`src/rtl/preempt_irq_controller_pkg.sv`:
```
// Shared definitions for the preemption timer / interrupt sequencer.
// - Bit positions of the cause word.
// - Sequencer state encoding.
// - Opcodes of the interrupt-related instructions, used by the decoder.
// - Default handler entry address.
package cpu_irq_pkg;

  localparam int CAUSE_TMR = 0;
  localparam int CAUSE_KBD = 1;

  typedef enum logic {
    RUN = 1'b0,
    ISR = 1'b1
  } irq_state_t;

  localparam logic [5:0] OP_SETCLK  = 6'b000001;
  localparam logic [5:0] OP_GETIRQ  = 6'b000110;
  localparam logic [5:0] OP_SAVEPCB = 6'b110100;

  localparam logic [9:0] ISR_VECTOR_DFLT = 10'd1;

endpackage

```
`src/rtl/preempt_irq_controller_if.sv`:
```
// Core <-> interrupt controller bundle.
//   master (core side): drives step/halt/set_clock/set_value/get_irq/
//                       kbd_valid/pc_next; receives the controller outputs
//   slave  (controller): the reverse
// Outputs: irq_take (redirect now), isr_vector, saved_pc, cause, in_isr.
interface preempt_irq_controller_if #(
  parameter int DATA_W = 32,
  parameter int PC_W   = 10
);
  logic              step;
  logic              halt;
  logic              set_clock;
  logic [DATA_W-1:0] set_value;
  logic              get_irq;
  logic              kbd_valid;
  logic [PC_W-1:0]   pc_next;

  logic              irq_take;
  logic [PC_W-1:0]   isr_vector;
  logic [PC_W-1:0]   saved_pc;
  logic [DATA_W-1:0] cause;
  logic              in_isr;

  modport master (
    output step, halt, set_clock, set_value, get_irq, kbd_valid, pc_next,
    input  irq_take, isr_vector, saved_pc, cause, in_isr
  );

  modport slave (
    input  step, halt, set_clock, set_value, get_irq, kbd_valid, pc_next,
    output irq_take, isr_vector, saved_pc, cause, in_isr
  );
endinterface

```
`src/rtl/preempt_irq_controller_counter.sv`:
```
// quantum_counter: retired-instruction down counter with auto reload.
//   clock, reset  : clock, async active-high reset
//   i_load        : load quantum and count from i_load_val (wins over i_dec)
//   i_load_val    : new quantum
//   i_dec         : one instruction retired while counting is allowed
//   o_expire      : this edge takes count 1 -> 0 (count reloads from quantum)
//   o_count       : current count
// A quantum of 0 leaves count at 0, which never decrements, so the timer
// is idle until the next load.
module quantum_counter #(
  parameter int CNT_W = 16
) (
  input  logic             clock,
  input  logic             reset,
  input  logic             i_load,
  input  logic [CNT_W-1:0] i_load_val,
  input  logic             i_dec,
  output logic             o_expire,
  output logic [CNT_W-1:0] o_count
);

  logic [CNT_W-1:0] r_quantum;
  logic [CNT_W-1:0] r_count;
  logic             w_at_one;

  assign w_at_one = (r_count == CNT_W'(1));
  assign o_expire = ~i_load & i_dec & w_at_one;
  assign o_count  = r_count;

  always_ff @(posedge clock or posedge reset) begin
    if (reset) begin
      r_quantum <= '0;
      r_count   <= '0;
    end else if (i_load) begin
      r_quantum <= i_load_val;
      r_count   <= i_load_val;
    end else if (i_dec && (r_count != '0)) begin
      r_count <= w_at_one ? r_quantum : (r_count - CNT_W'(1));
    end
  end

endmodule

```
`src/rtl/preempt_irq_controller.sv`:
```
// Preemption timer and interrupt sequencer for the single-cycle core.
//   clock, reset : clock, async active-high reset
//   bus (slave)  : core-side controls in, redirect/status out
// Timer and keyboard events latch into pend bits; the first retired,
// non-halted instruction in RUN with a pend bit set redirects fetch to
// isr_vector (irq_take, Mealy) and captures pc_next. The handler's
// set-clock acts as the return to RUN.
module preempt_irq_controller
  import cpu_irq_pkg::*;
#(
  parameter int              DATA_W     = 32,
  parameter int              PC_W       = 10,
  parameter int              CNT_W      = 16,
  parameter logic [PC_W-1:0] ISR_VECTOR = PC_W'(ISR_VECTOR_DFLT)
) (
  input logic clock,
  input logic reset,
  preempt_irq_controller_if.slave bus
);

  irq_state_t      r_state, w_state_nxt;
  logic            r_tmr_pend, r_kbd_pend;
  logic [PC_W-1:0] r_saved_pc;

  logic w_load, w_clr, w_dec, w_take, w_expire;
  logic [CNT_W-1:0] w_count;
  logic w_unused_hi;

  assign w_load = bus.set_clock & bus.step;
  assign w_clr  = bus.get_irq & bus.step;
  // Counting is frozen inside the handler; a load on the same edge wins.
  assign w_dec  = (r_state == RUN) & bus.step & ~bus.set_clock;
  assign w_take = (r_state == RUN) & (r_tmr_pend | r_kbd_pend) & bus.step & ~bus.halt;
  assign w_unused_hi = ^bus.set_value[DATA_W-1:CNT_W];

  quantum_counter #(.CNT_W(CNT_W)) u_cnt (
    .clock      (clock),
    .reset      (reset),
    .i_load     (w_load),
    .i_load_val (bus.set_value[CNT_W-1:0]),
    .i_dec      (w_dec),
    .o_expire   (w_expire),
    .o_count    (w_count)
  );

  always_ff @(posedge clock or posedge reset) begin
    if (reset) r_state <= RUN;
    else       r_state <= w_state_nxt;
  end

  always_comb begin
    w_state_nxt  = r_state;
    bus.irq_take = 1'b0;
    case (r_state)
      RUN: if (w_take) begin
        bus.irq_take = 1'b1;
        w_state_nxt  = ISR;
      end
      ISR: if (w_load) w_state_nxt = RUN;
      default: w_state_nxt = RUN;
    endcase
  end

  // Set has priority over a same-edge read-clear so no event is dropped.
  always_ff @(posedge clock or posedge reset) begin
    if (reset) begin
      r_tmr_pend <= 1'b0;
      r_kbd_pend <= 1'b0;
    end else begin
      r_tmr_pend <= w_expire       | (r_tmr_pend & ~w_clr);
      r_kbd_pend <= bus.kbd_valid  | (r_kbd_pend & ~w_clr);
    end
  end

  always_ff @(posedge clock or posedge reset) begin
    if (reset)       r_saved_pc <= '0;
    else if (w_take) r_saved_pc <= bus.pc_next;
  end

  always_comb begin
    bus.cause            = '0;
    bus.cause[CAUSE_TMR] = r_tmr_pend;
    bus.cause[CAUSE_KBD] = r_kbd_pend;
  end

  assign bus.isr_vector = ISR_VECTOR;
  assign bus.saved_pc   = r_saved_pc;
  assign bus.in_isr     = (r_state == ISR);

endmodule

```
`src/flat_wrapper.sv`:
```
// flat-port wrapper written by rule: the top's interface ports become plain ports
module preempt_irq_controller_flat import cpu_irq_pkg::*;
#(
  parameter int              DATA_W     = 32,
  parameter int              PC_W       = 10,
  parameter int              CNT_W      = 16,
  parameter logic [PC_W-1:0] ISR_VECTOR = PC_W'(ISR_VECTOR_DFLT)
)
  (clock, reset, bus_step, bus_halt, bus_set_clock, bus_set_value, bus_get_irq, bus_kbd_valid, bus_pc_next, bus_irq_take, bus_isr_vector, bus_saved_pc, bus_cause, bus_in_isr);
  preempt_irq_controller_if #(.DATA_W(DATA_W), .PC_W(PC_W)) bus_i ();
  input logic clock;
  input logic reset;
  input wire logic [$bits(bus_i.step)-1:0] bus_step;
  input wire logic [$bits(bus_i.halt)-1:0] bus_halt;
  input wire logic [$bits(bus_i.set_clock)-1:0] bus_set_clock;
  input wire logic [$bits(bus_i.set_value)-1:0] bus_set_value;
  input wire logic [$bits(bus_i.get_irq)-1:0] bus_get_irq;
  input wire logic [$bits(bus_i.kbd_valid)-1:0] bus_kbd_valid;
  input wire logic [$bits(bus_i.pc_next)-1:0] bus_pc_next;
  output wire logic [$bits(bus_i.irq_take)-1:0] bus_irq_take;
  output wire logic [$bits(bus_i.isr_vector)-1:0] bus_isr_vector;
  output wire logic [$bits(bus_i.saved_pc)-1:0] bus_saved_pc;
  output wire logic [$bits(bus_i.cause)-1:0] bus_cause;
  output wire logic [$bits(bus_i.in_isr)-1:0] bus_in_isr;
  assign bus_i.step = bus_step;
  assign bus_i.halt = bus_halt;
  assign bus_i.set_clock = bus_set_clock;
  assign bus_i.set_value = bus_set_value;
  assign bus_i.get_irq = bus_get_irq;
  assign bus_i.kbd_valid = bus_kbd_valid;
  assign bus_i.pc_next = bus_pc_next;
  assign bus_irq_take = bus_i.irq_take;
  assign bus_isr_vector = bus_i.isr_vector;
  assign bus_saved_pc = bus_i.saved_pc;
  assign bus_cause = bus_i.cause;
  assign bus_in_isr = bus_i.in_isr;
  preempt_irq_controller #(.DATA_W(DATA_W), .PC_W(PC_W), .CNT_W(CNT_W), .ISR_VECTOR(ISR_VECTOR)) u_core (.clock(clock), .reset(reset), .bus(bus_i));
endmodule
```
`config.mk`:
```
export PLATFORM = sky130hd
export DESIGN_NAME = preempt_irq_controller_flat
export DESIGN_NICKNAME = d
export VERILOG_FILES = /design/src/rtl/preempt_irq_controller_pkg.sv /design/src/rtl/preempt_irq_controller_if.sv /design/src/rtl/preempt_irq_controller_counter.sv /design/src/rtl/preempt_irq_controller.sv /design/src/flat_wrapper.sv
export SDC_FILE = /design/constraint.sdc
export NUM_CORES = 1
export LEC_CHECK = 0
export ABC_AREA = 1
export BUFFER_PORTS_ARGS = -buffer_cell sky130_fd_sc_hd__buf_2
export CAP_MARGIN = 40
export CORE_MARGIN = 1
export CORE_UTILIZATION = 50
export DETAILED_ROUTE_END_ITERATION = 10
export PLACE_DENSITY = 0.77
export SKIP_LAST_GASP = 1
export SYNTH_ARGS = -nofsm -noshare
export SYNTH_HDL_FRONTEND = slang
export SYNTH_SLANG_ARGS = --single-unit
```
`constraint.sdc`:
```
create_clock -name clock -period 1.9 [get_ports clock]
set_input_delay 0.19 -clock clock [delete_from_list [all_inputs] [get_ports clock]]
set_output_delay 0.19 -clock clock [all_outputs]
set_load 0.02 [all_outputs]
```
# Word-level counts from Yosys, hierarchy flattened
# Cells that the tools add are included.
# totals
in_bits	49
register_bits	45
# classes
bitwise	19
muxes	7
n_addsub	1
n_eq_ne	1
n_reduce_logical	3
# op_table
operator	n
16-bit 2-to-1 mux	3
16-bit by 1-bit == test with 1-bit output, second input constant	1
16-bit nonzero test	1
16-bit by 1-bit subtractor with 16-bit output, second input constant	1
1-bit AND	11
1-bit NOT	5
1-bit 2-to-1 mux	3
1-bit OR	3
1-bit case mux with 2 select lines	1
2-bit nonzero test	1
1-bit logical AND	1

# Logic depth before layout (Yosys ltp)
# depth
word_depth	6
depth_mapped	11
ltp_nobuf	10

# Modules after synthesis
# A second synthesis with hierarchy kept.
# unflattened
cells_unflattened	418
hier_area_um2	2992.9
# modules_own_cells
module	instances	cells_per_inst	area_per_inst_um2
quantum_counter	1	309	2105.8
preempt_irq_controller	1	109	887.1

# Worst setup path after synthesis
# No wires, ideal clock.
# synth_timing
kind	register -> register
from	register u_core.u_cnt.r_count[0] (netlist: u_core.u_cnt.o_count[0])
to	register u_core.u_cnt.r_count[2] (netlist: u_core.u_cnt.o_count[2])
arrival_ns	1.359
path_stages_with_launch	11
setup_slack_ns	0.417
setup_time_ns	0.124
required_ns	1.776
synth_period_minus_slack_ns	1.483
path_cell_list	dfrtp_1 -> inv_1 -> ha_1 -> nand2_1 -> nor2_2 -> nand2_4 -> nand2_4 -> nand2_2 -> buf_2 -> nor2_1 -> a21oi_1
# synth_between
elab_chain_len	4
word_cells_on_any_way	8
# synth_rtl
item	line_no	rtl
start: declaration	preempt_irq_controller_counter.sv:23	logic [CNT_W-1:0] r_count;
start signal: assignment	preempt_irq_controller_counter.sv:36	r_count <= i_load_val;
start signal: assignment	preempt_irq_controller_counter.sv:38	r_count <= w_at_one ? r_quantum : (r_count - CNT_W'(1));
16-bit by 1-bit subtractor with 16-bit output / 16-bit by 1-bit == test with 1-bit output (equally long branches)	preempt_irq_controller_counter.sv:38, preempt_irq_controller_counter.sv:26	
16-bit 2-to-1 mux	preempt_irq_controller_counter.sv:38	
16-bit 2-to-1 mux	preempt_irq_controller_counter.sv:37	end else if (i_dec && (r_count != '0)) begin
16-bit 2-to-1 mux	preempt_irq_controller_counter.sv:34	end else if (i_load) begin
# Several ways; a longest one is shown, not always the timed one. The select of a mux whose other input is x is not followed.
# A chain may end at the register's enable or synchronous reset.

# Worst setup path after layout
# layout_timing
from	register u_core.u_cnt.r_count[0] (netlist: u_core.u_cnt.o_count[0])
to	register u_core.u_cnt.r_count[10] (netlist: u_core.u_cnt.o_count[10])
# Same word-level chain as after synthesis.

==> flow_metrics.tcl <==
set metrics [dict create \
    fill_cells 563 \
    ir_worst_vdd_mv 0.526 \
    crit_fanout 6 \
    rsz0062_at_grt "false" \
    synth.area.mux_share_pct 0 \
    grt_first_pass_wirelength_mm 10.2 \
    period_needed_ps 1740 \
    cts-hold-fix-buffers 0 \
    synthSimpleGateAreaFrac_pct 34.4 \
    drv_cap 0 \
    clockBufferDepth 2 \
    finish.instance_area_um2 3110 \
    initialDrtViolationCount 143 \
    mostFrequentLayoutCell "nand2_1" \
    core-area_um2 5540 \
    num_antenna_cells 0 \
    status "finished, violations left" \
    place_area_um2 3010 \
    hold_path.class "in2async" \
    track_usage_pct 21.4 \
    clock_latency_ps 310 \
    chipWidth_um 77.9 \
    grt_max_degree 46 \
    end_kind "flip-flop" \
    gp_congestion 0.906 \
    violations "negative hold slack" \
    ios 103 \
    worstPathArrival_ps 2000 \
    synth_adder_area_share_pct 1.30 \
    synth_area_um2 2880 \
    avgSynthCellArea_um2 7.20 \
    ys.warnings.count 0 \
    ys_seq_area_share_pct 39.1 \
    viasPerCell 4.71 \
    grt-ovfl-total 0 \
    fin_skew_ps 5.13 \
    p_leak_nw 1.79 \
    max_freq_mhz 575 \
    drv_slew 0 \
    setup-tns-final_ps 0 \
    cts_buffers 5 \
    grt_antenna_before_repair 0 \
    ys_seq_elements 45 \
    layout.nets 496 \
    finalCritPeriodShare_pct 91.5 \
    ant_nets 0 \
    reg2reg_setup_slack_ps 160 \
    ctsResizeCount 0 \
    dieArea_um2 6070 \
    io_buffers 46 \
    wl_mm 5.74 \
    area_growth_pct 8.00 \
    synth_cells 400 \
    grt_pass1_vias 2224 \
    initial_utilization_pct 52.0 \
    final_cell_mix "nand2_1, buf_2, dfrtp_1" \
    synth_top_family_by_area "simple AND/OR/NAND/NOR gates" \
    path_clk_slew_ps 100 \
    cp.required_ps 2160 \
    relSlewSlack_pct 63.5 \
    root_buffer "clkbuf_8" \
    routedWlPerCell_um 11.1 \
    h-tree-depth 2 \
    chipHeight_um 77.9 \
    drt_pass1_iterations 4 \
    hold_ws_ps -10.4 \
    start_kind "flip-flop" \
    drive_above_1_share_pct 17.8 \
    worstSetupPathType "reg2reg" \
    setup_viol 0 \
    rows 27 \
    p_per_area_nw_per_um2 983 \
    synth.distinct_cells 33 \
    synth-xor-area-share_pct 0.913 \
    post_cts_buffers 0 \
    dp_hpwl_mm 4.16 \
    vias 2434 \
    hold_viol 29 \
    clock_sinks 45 \
    cts_tree "built" \
    tightest_slew_ps 548 \
    drc 0 \
    synth_compound_area_share_pct 7.17 \
]
==> routing by layer <==
layer  track usage [%]  part of all wire (%)
met1              28.3                    45
met4              5.47                  0.24
met3              4.71                   6.7
met2              35.3                    48
met5                 0                     0
==> Yosys cell counts <==
| cell | number | area [µm²] |
|---|---|---|
| nor2_4 | 2 | 22.5 |
| xnor2_1 | 1 | 8.76 |
| nand2_4 | 2 | 22.5 |
| o21bai_1 | 1 | 7.51 |
| a21oi_1 | 9 | 45.0 |
| o21ai_0 | 9 | 45.0 |
| buf_2 | 3 | 15.0 |
| buf_4 | 42 | 315 |
| nand2_2 | 5 | 31.3 |
| inv_1 | 29 | 109 |
| clkbuf_1 | 5 | 18.8 |
| nand3b_1 | 1 | 7.51 |
| nand3_1 | 23 | 115 |
| nand4_1 | 2 | 12.5 |
| nor3_1 | 1 | 5.00 |
| a21boi_0 | 7 | 52.6 |
| a22o_1 | 1 | 8.76 |
| nand2_1 | 150 | 563 |
| nor2_2 | 5 | 31.3 |
| nor2_8 | 1 | 20.0 |
| a21o_1 | 1 | 7.51 |
| nand3_4 | 1 | 17.5 |
| buf_6 | 2 | 22.5 |
| o21a_1 | 1 | 7.51 |
| xor2_1 | 2 | 17.5 |
| conb_1 | 2 | 7.51 |
| o21ai_2 | 1 | 8.76 |
| a21oi_2 | 1 | 8.76 |
| nor2_1 | 38 | 143 |
| o21ai_1 | 3 | 15.0 |
| inv_2 | 1 | 3.75 |
| ha_1 | 3 | 37.5 |
| dfrtp_1 | 45 | 1130 |
==> critical path, stage by stage, from the launching register on <==
cell and delay (ps):
dfrtp_1 410, inv_1 190, ha_1 220, nand2_1 150, nor2_1 250, nand2_1 110, nor2_1 100, nand3_1 70
nand2_1 70, nand2_1 50, nand2_1 60
==> report_power, final <==
part | total (W) | switching [W] | internal (W) | leakage (nW)
logic | 0.00103 | 0.000677 | 0.000358 | 1.20
clock network | 0.000652 | 0.000383 | 0.000269 | 0.0452
registers | 0.00137 | 0.000201 | 0.00117 | 0.544
==> cell type report <==
type / instances / area, µm² / area share (%)
multi-input combinational: 311 / 1420 / 45.6
inverter: 30 / 113 / 3.62
tap: 72 / 90.1 / 2.90
timing repair buffer: 51 / 268 / 8.61
clock inverter: 3 / 25.0 / 0.805
sequential: 45 / 1130 / 36.2
clock buffer: 5 / 68.8 / 2.21
==> state kept, by name, indices dropped and copies added (netlist names) <==
name and cells:
u_core.bus.in_isr 1, u_core.bus.saved_pc 10, u_core.r_kbd_pend 1, u_core.r_tmr_pend 1
u_core.u_cnt.o_count 16, u_core.u_cnt.r_quantum 16
==> worst paths after layout <==
check / start / endpoint / cells past startpoint
max in group asynchronous: reset / u_core.u_cnt.r_quantum[0] / 3
min reg2reg: u_core.bus.saved_pc[6] / u_core.bus.saved_pc[6] / 2
max: u_core.u_cnt.o_count[0] / u_core.u_cnt.o_count[10] / 10
min: reset / u_core.u_cnt.r_quantum[10] / 3
max reg2reg: u_core.u_cnt.o_count[0] / u_core.u_cnt.o_count[10] / 10
min in group clock: bus_kbd_valid / u_core.r_kbd_pend / 2
==> logic make-up after synthesis <==
| logic type | after synthesis |
|---|---|
| buffers and inverters | 82 |
| adder cells (fa/ha/maj) | 3 |
| XOR/XNOR | 3 |
| flip-flops | 45 |
| AND/OR/NAND/NOR | 231 |
| other | 2 |
| AO/OA/AOI/OAI | 34 |
==> through the flow <==
stage               setup WS (ps)  util, %  cells  hold WS (ps)  total power [W]
finish                        161     56.1    517         -10.4          0.00306
global route                 29.6     56.1    517          47.3          0.00328
detailed placement           92.6     54.3    509           364          0.00241
CTS                          74.6     56.0    517          13.8          0.00307
global placement              135     54.3    509           363          0.00237
floorplan                     417        -    438           282          0.00221
(Power assumes the default switching activity.)
